### src/rtl/symcounter_pkg.sv
// rtl/symcounter_pkg.sv - shared phase encodings and widths for the SymCounter sequencer
package symcounter_pkg;

    localparam int PHASE_W = 3;
    localparam int SCORE_W = 4;
    localparam int SEC_W   = 4;

    typedef enum logic [PHASE_W-1:0] {
        PH_IDLE   = 3'd0,
        PH_READY  = 3'd1,
        PH_SHOW   = 3'd2,
        PH_ANSWER = 3'd3,
        PH_POST   = 3'd4,
        PH_DONE   = 3'd5
    } phase_t;

    // Score increment that sticks at the top value instead of wrapping.
    function automatic logic [SCORE_W-1:0] satInc(input logic [SCORE_W-1:0] v);
        return (v == {SCORE_W{1'b1}}) ? v : v + SCORE_W'(1);
    endfunction

endpackage

### src/rtl/sec_timer.sv
// rtl/sec_timer.sv - loadable seconds down-counter with expire pulse
module sec_timer
    import symcounter_pkg::*;
(
    input  logic             Clk100M,
    input  logic             Rst_n,
    input  logic             load,
    input  logic [SEC_W-1:0] loadVal,
    input  logic             tick,
    output logic [SEC_W-1:0] secLeft,
    output logic             expire
);

    // The last second is never decremented to zero: the owner reloads on expire.
    assign expire = tick && (secLeft == SEC_W'(1));

    // Load has priority over a coincident tick so a phase change always starts fresh.
    always_ff @(posedge Clk100M or negedge Rst_n) begin
        if (!Rst_n) begin
            secLeft <= '0;
        end else if (load) begin
            secLeft <= loadVal;
        end else if (tick && (secLeft > SEC_W'(1))) begin
            secLeft <= secLeft - SEC_W'(1);
        end
    end

endmodule

### src/rtl/symcount_game_sequencer.sv
// rtl/symcount_game_sequencer.sv - round sequencer and scorekeeper for the SymCounter game
module symcount_game_sequencer
    import symcounter_pkg::*;
#(
    parameter int READY_SEC          = 3,
    parameter int SHOW_SEC           = 10,
    parameter int ANSWER_TIMEOUT_SEC = 15,
    parameter int POST_SEC           = 3,
    parameter int NUM_ROUNDS         = 5
) (
    input  logic               Clk100M,
    input  logic               Rst_n,
    input  logic               Clk1Hz,
    input  logic               startBtn,
    input  logic               abortBtn,
    input  logic               postSig,
    input  logic               stopCount,
    input  logic [7:0]         userCount,
    input  logic [7:0]         trueCount,
    output logic [PHASE_W-1:0] phase,
    output logic               newRound,
    output logic               symbolTick,
    output logic               countEn,
    output logic               answerSig,
    output logic [3:0]         roundNum,
    output logic [SCORE_W-1:0] score,
    output logic [SEC_W-1:0]   secLeft,
    output logic               gameDone
);

    localparam logic [3:0] LAST_ROUND = 4'(NUM_ROUNDS);

    phase_t           state;
    phase_t           nextState;
    logic             firstCycle;
    logic             timerLoad;
    logic [SEC_W-1:0] timerLoadVal;
    logic             timerTick;
    logic             timerExpire;
    logic             abortHit;
    logic             startHit;
    logic             scoreHit;

    // Duration loaded into the timer when a phase is entered; untimed phases park at 0.
    function automatic logic [SEC_W-1:0] secFor(input phase_t p);
        case (p)
            PH_READY:  return SEC_W'(READY_SEC);
            PH_SHOW:   return SEC_W'(SHOW_SEC);
            PH_ANSWER: return SEC_W'(ANSWER_TIMEOUT_SEC);
            PH_POST:   return SEC_W'(POST_SEC);
            default:   return '0;
        endcase
    endfunction

    assign abortHit  = abortBtn && (state != PH_IDLE);
    assign startHit  = startBtn && ((state == PH_IDLE) || (state == PH_DONE));
    assign scoreHit  = (state == PH_ANSWER) && postSig && (userCount == trueCount);
    assign timerTick = Clk1Hz && !firstCycle;
    assign phase     = state;

    sec_timer uTimer (
        .Clk100M (Clk100M),
        .Rst_n   (Rst_n),
        .load    (timerLoad),
        .loadVal (timerLoadVal),
        .tick    (timerTick),
        .secLeft (secLeft),
        .expire  (timerExpire)
    );

    // Phase register.
    always_ff @(posedge Clk100M or negedge Rst_n) begin
        if (!Rst_n) begin
            state <= PH_IDLE;
        end else begin
            state <= nextState;
        end
    end

    // Next phase, honouring abort > start > postSig > second tick.
    always_comb begin
        nextState    = state;
        timerLoad    = 1'b0;
        timerLoadVal = '0;
        if (abortHit) begin
            nextState = PH_IDLE;
        end else begin
            case (state)
                PH_IDLE, PH_DONE: if (startHit) nextState = PH_READY;
                PH_READY:         if (timerExpire) nextState = PH_SHOW;
                PH_SHOW:          if (timerExpire) nextState = PH_ANSWER;
                PH_ANSWER:        if (postSig || timerExpire) nextState = PH_POST;
                PH_POST: begin
                    if (timerExpire) begin
                        nextState = (roundNum == LAST_ROUND) ? PH_DONE : PH_READY;
                    end
                end
                default:          nextState = PH_IDLE;
            endcase
        end
        timerLoad    = (nextState != state);
        timerLoadVal = secFor(nextState);
    end

    // Registered strobes, enables and score bookkeeping, all derived from the upcoming phase.
    always_ff @(posedge Clk100M or negedge Rst_n) begin
        if (!Rst_n) begin
            newRound   <= 1'b0;
            symbolTick <= 1'b0;
            countEn    <= 1'b0;
            answerSig  <= 1'b0;
            gameDone   <= 1'b0;
            firstCycle <= 1'b0;
            roundNum   <= '0;
            score      <= '0;
        end else begin
            newRound   <= (nextState == PH_READY) && (state != PH_READY);
            symbolTick <= !abortHit && Clk1Hz && (state == PH_SHOW);
            countEn    <= (nextState == PH_SHOW) && !stopCount;
            answerSig  <= (nextState == PH_ANSWER) && (state != PH_ANSWER);
            gameDone   <= (nextState == PH_DONE);
            firstCycle <= timerLoad;
            if (abortHit) begin
                roundNum <= '0;
                score    <= '0;
            end else if (startHit) begin
                roundNum <= 4'd1;
                score    <= '0;
            end else begin
                if ((state == PH_POST) && (nextState == PH_READY)) begin
                    roundNum <= roundNum + 4'd1;
                end
                if (scoreHit) begin
                    score <= satInc(score);
                end
            end
        end
    end

endmodule

### config.mk
export PLATFORM = sky130hd
export DESIGN_NAME = symcount_game_sequencer
export DESIGN_NICKNAME = d
export VERILOG_FILES = /design/src/rtl/symcounter_pkg.sv /design/src/rtl/sec_timer.sv /design/src/rtl/symcount_game_sequencer.sv
export SDC_FILE = /design/constraint.sdc
export NUM_CORES = 1
export LEC_CHECK = 0
export ABC_AREA = 1
export CAP_MARGIN = 10
export CORE_MARGIN = 1
export CORE_UTILIZATION = 30
export CTS_CLUSTER_DIAMETER = 150
export DETAILED_ROUTE_END_ITERATION = 12
export GPL_TIMING_DRIVEN = 0
export HOLD_SLACK_MARGIN = 0.08
export PLACE_DENSITY = 0.54
export SLEW_MARGIN = 20
export SYNTH_ARGS = -nofsm -noshare
export SYNTH_HDL_FRONTEND = slang
export SYNTH_SLANG_ARGS = --single-unit
### constraint.sdc
create_clock -name Clk100M -period 2.32 [get_ports Clk100M]
set_input_delay 0.58 -clock Clk100M [delete_from_list [all_inputs] [get_ports Clk100M]]
set_output_delay 0.58 -clock Clk100M [all_outputs]
set_load 0.01 [all_outputs]
==> impl_metrics.yaml <==
global_route:
  grt_usage_pct: 15.44
  grt_first_pass_wirelength_um: 6320
  grt_pass1_vias: 1388
  grt-ovfl-total: 0
  antenna_found_initial: 0
  grt_max_degree: 22
setup_path:
  cp_data_required_time_ns: 2.48
  reg2reg_slack_ns: 0.36
  crit_buf_inv: 3
  cpMostUsedCell: "nand2_1"
  crit_family: "simple AND/OR/NAND/NOR gates"
  crit_chain: "clkdlybuf4s50_1 -> or2_2 -> nand2_1 -> nand2_1 -> inv_2 -> nand3_4 -> nand2_4 -> nor2_4 -> buf_4 -> nor3_1 -> nand2_1 -> nand2_1 -> nor2_1"
  worstPathMaxFanout: 6
  slowest_delay_ns: 0.45
  crit_slowest_cell: "clkdlybuf4s50_1"
  cp-start-kind: "primary input"
  crit_type: "primary input to register"
  endpoint_kind: "register"
  arrival_ns: 2.21
sta:
  hold_violations: 0
  fin_hold_ws_ns: 0.2644
  post-route-period-util_pct: 88.35
  setup_ws_ns: 0.2703
  fin_skew_ns: 0.003569
  fmaxAchievable_ghz: 0.4879
  drv_slew: 0
  rsz0062_at_grt: "false"
  setup_violations: 0
  period_minus_slack_ns: 2.050
  slew-limit-headroom_pct: 67.86
  worst_slew_pin_slew_ns: 0.4821
power_and_ir_drop:
  switching_share_pct: 46.50
  p_comb_share_pct: 61.4
  p_int_mw: 1.131
  power_frac_clock_pct: 11.8
  ir_worst_vdd_uv: 608.5
  p_sw_mw: 0.9828
  p_per_area_nw_per_um2: 999.6
  power_frac_seq_pct: 26.8
  p_leak_nw: 1.038
drt:
  via_per_inst: 4.394
  drt_drc_violations_left: 0
  finalWirelength_um: 3657
  wl_per_cell_um: 11.08
  first_pass_iters: 4
  ant_nets: 0
  via_count: 1450
  drt_first_iter_violations: 44
floorplanning:
  fp.dieH_um: 72.83
  io_pins: 43
  core_um2: 4786
  die_w_um: 72.83
  initial_utilization_pct: 31.45
  die_area_um2: 5304
  row_count: 25
clocking:
  clkTransAtPathRegs_ns: 0.08
  htree_levels: 1
  cts_tree: "yes"
  numCtsBuffers: 3
  clock_path_buffers: 2
  clk_latency_ns: 0.26
  cts_sinks: 21
  root_buffer: "clkbuf_8"
synthesis:
  synth_cell_types: 24
  yosys.area.top_type: "dfrtp_1"
  synthCells: 212
  synth_nets: 240
  yosys-top-cells-area: "dfrtp_1 35%, nand2_1 15%, inv_1 6.7%"
  async_reset_ff_share_pct: 100.0
  yosysSeqAreaShare_pct: 34.91
  synthFlopType: "dfrtp_1"
  synth_edf_count: 0
  synth_top_area_share_pct: 34.91
  synth.cell_area_um2: 1505
  ys_seq_elements: 21
  avgSynthCellArea_um2: 7.100
  ys_warn_count: 0
cells_and_area:
  finish.net_count: 292
  syn_to_final_growth_pct: 40.48
  diodes: 0
  final_cell_mix: "57 x nand2_1, 40 x clkdlybuf4s50_1, 26 x inv_1"
  fill_cells: 505
  drive_gt1_share_pct: 15.21
  layout_commonest_cell: "nand2_1"
status:
  status: "completed"
placed_design:
  post-place-ws_ns: -0.2863
  numPortBuffers: 42
  place_congestion: 0.8379
  place.detailed.hpwl_um: 2803
run:
  cap_violations: 0
hold_path:
  min_path_type: "primary input to asynchronous set/reset pin"
-- what timing repair did --
| action | CTS | global route |
|---|---|---|
| hold buffers | 0 | 0 |
| pin swaps | 0 | 5 |
| setup buffers | 0 | 5 |
| resized for setup | 1 | 8 |
| setup endpoints to repair | 2 | 8 |
-- stage by stage --
step / setup TNS, ns / cell area [µm²] / utilization [%] / power (mW) / instances
global route: 0 / 2115 / 44.18 / 2.337 / 330
floorplan: 0 / 1505 / - / 1.417 / 212
finish: 0 / 2115 / 44.18 / 2.114 / 330
CTS: 0 / 2057 / 42.98 / 2.076 / 325
global placement: -2.108 / 2009 / 41.99 / 1.802 / 321
detailed placement: -2.082 / 2009 / 41.99 / 1.806 / 321
-- area by class of cell --
class | instances | area [µm²] | share of cell area, %
Clock buffer | 4 | 45.04 | 2.130
Inverter | 33 | 123.9 | 5.858
Multi-Input combinational cell | 158 | 880.8 | 41.66
Sequential cell | 21 | 525.5 | 24.85
Tap cell | 67 | 83.83 | 3.964
Timing Repair Buffer | 47 | 455.4 | 21.54
-- worst reg2reg max path, delay by kind of cell, from the launching register on --
| family | cells | cell delay [ns] |
|---|---|---|
| adders and majority gates | 1 | 0.20 |
| and+or+nand+nor | 11 | 1.00 |
| buffers and inverters | 2 | 0.22 |
| DFF | 1 | 0.42 |
-- power by group through the flow --
stage          clock [mW]  sequential [mW]  combinational, mW
6_report            0.250            0.566               1.30
5_1_grt             0.278            0.587               1.47
4_1_cts             0.264            0.566               1.25
3_5_place_dp            0            0.572               1.23
3_3_place_gp            0            0.576               1.23
2_1_floorplan           0            0.587              0.830
-- cells by family after synthesis --
kind of cell	Yosys count	share of synthesized area, %
AO/OA/AOI/OAI	13	4.987
flip-flops	21	34.91
AND/OR/NAND/NOR	132	43.06
XOR/XNOR	8	4.655
adder cells (fa/ha/maj)	5	4.156
buffers and inverters	33	8.230
-- flip-flops by register name, summed over array words and instances, names as in the netlist --
name / count
roundNum: 4
score: 4
uTimer.secLeft: 4
phase: 3
answerSig: 1
countEn: 1
firstCycle: 1
gameDone: 1
newRound: 1
symbolTick: 1
-- synth_stat cells, types with 3 or more instances --
cell type,count
nand3_1,18
a21oi_1,4
ha_1,5
nand2_2,5
xor2_1,4
nor4_1,3
xnor2_1,4
or2_2,4
inv_1,27
dfrtp_1,21
nor2_1,21
o21ai_1,3
nand2_1,60
o211ai_1,4
nor3_1,9
nand4_1,3
inv_2,6
-- path summary, 6_finish.rpt --
check,from,to,depth (start not counted)
worst max register to register,uTimer.secLeft[1],uTimer.secLeft[1],14
min in group Clk100M,score[3],score[3],2
worst max-delay path,startBtn,uTimer.secLeft[1],13
worst min register to register,score[3],score[3],2
worst min-delay path,Rst_n,symbolTick,1
max in group asynchronous,Rst_n,firstCycle,1
-- per-layer routing --
metal / vias up / GRT usage (%) / wire (µm)
met2: 26 / 24.92 / 1675
li1: 778 / - / -
met5: - / 0 / 0
met4: 0 / 2.614 / 19
met1: 644 / 21.49 / 1831
met3: 2 / 3.315 / 130
Note: power is estimated with default switching activity, not from simulation.
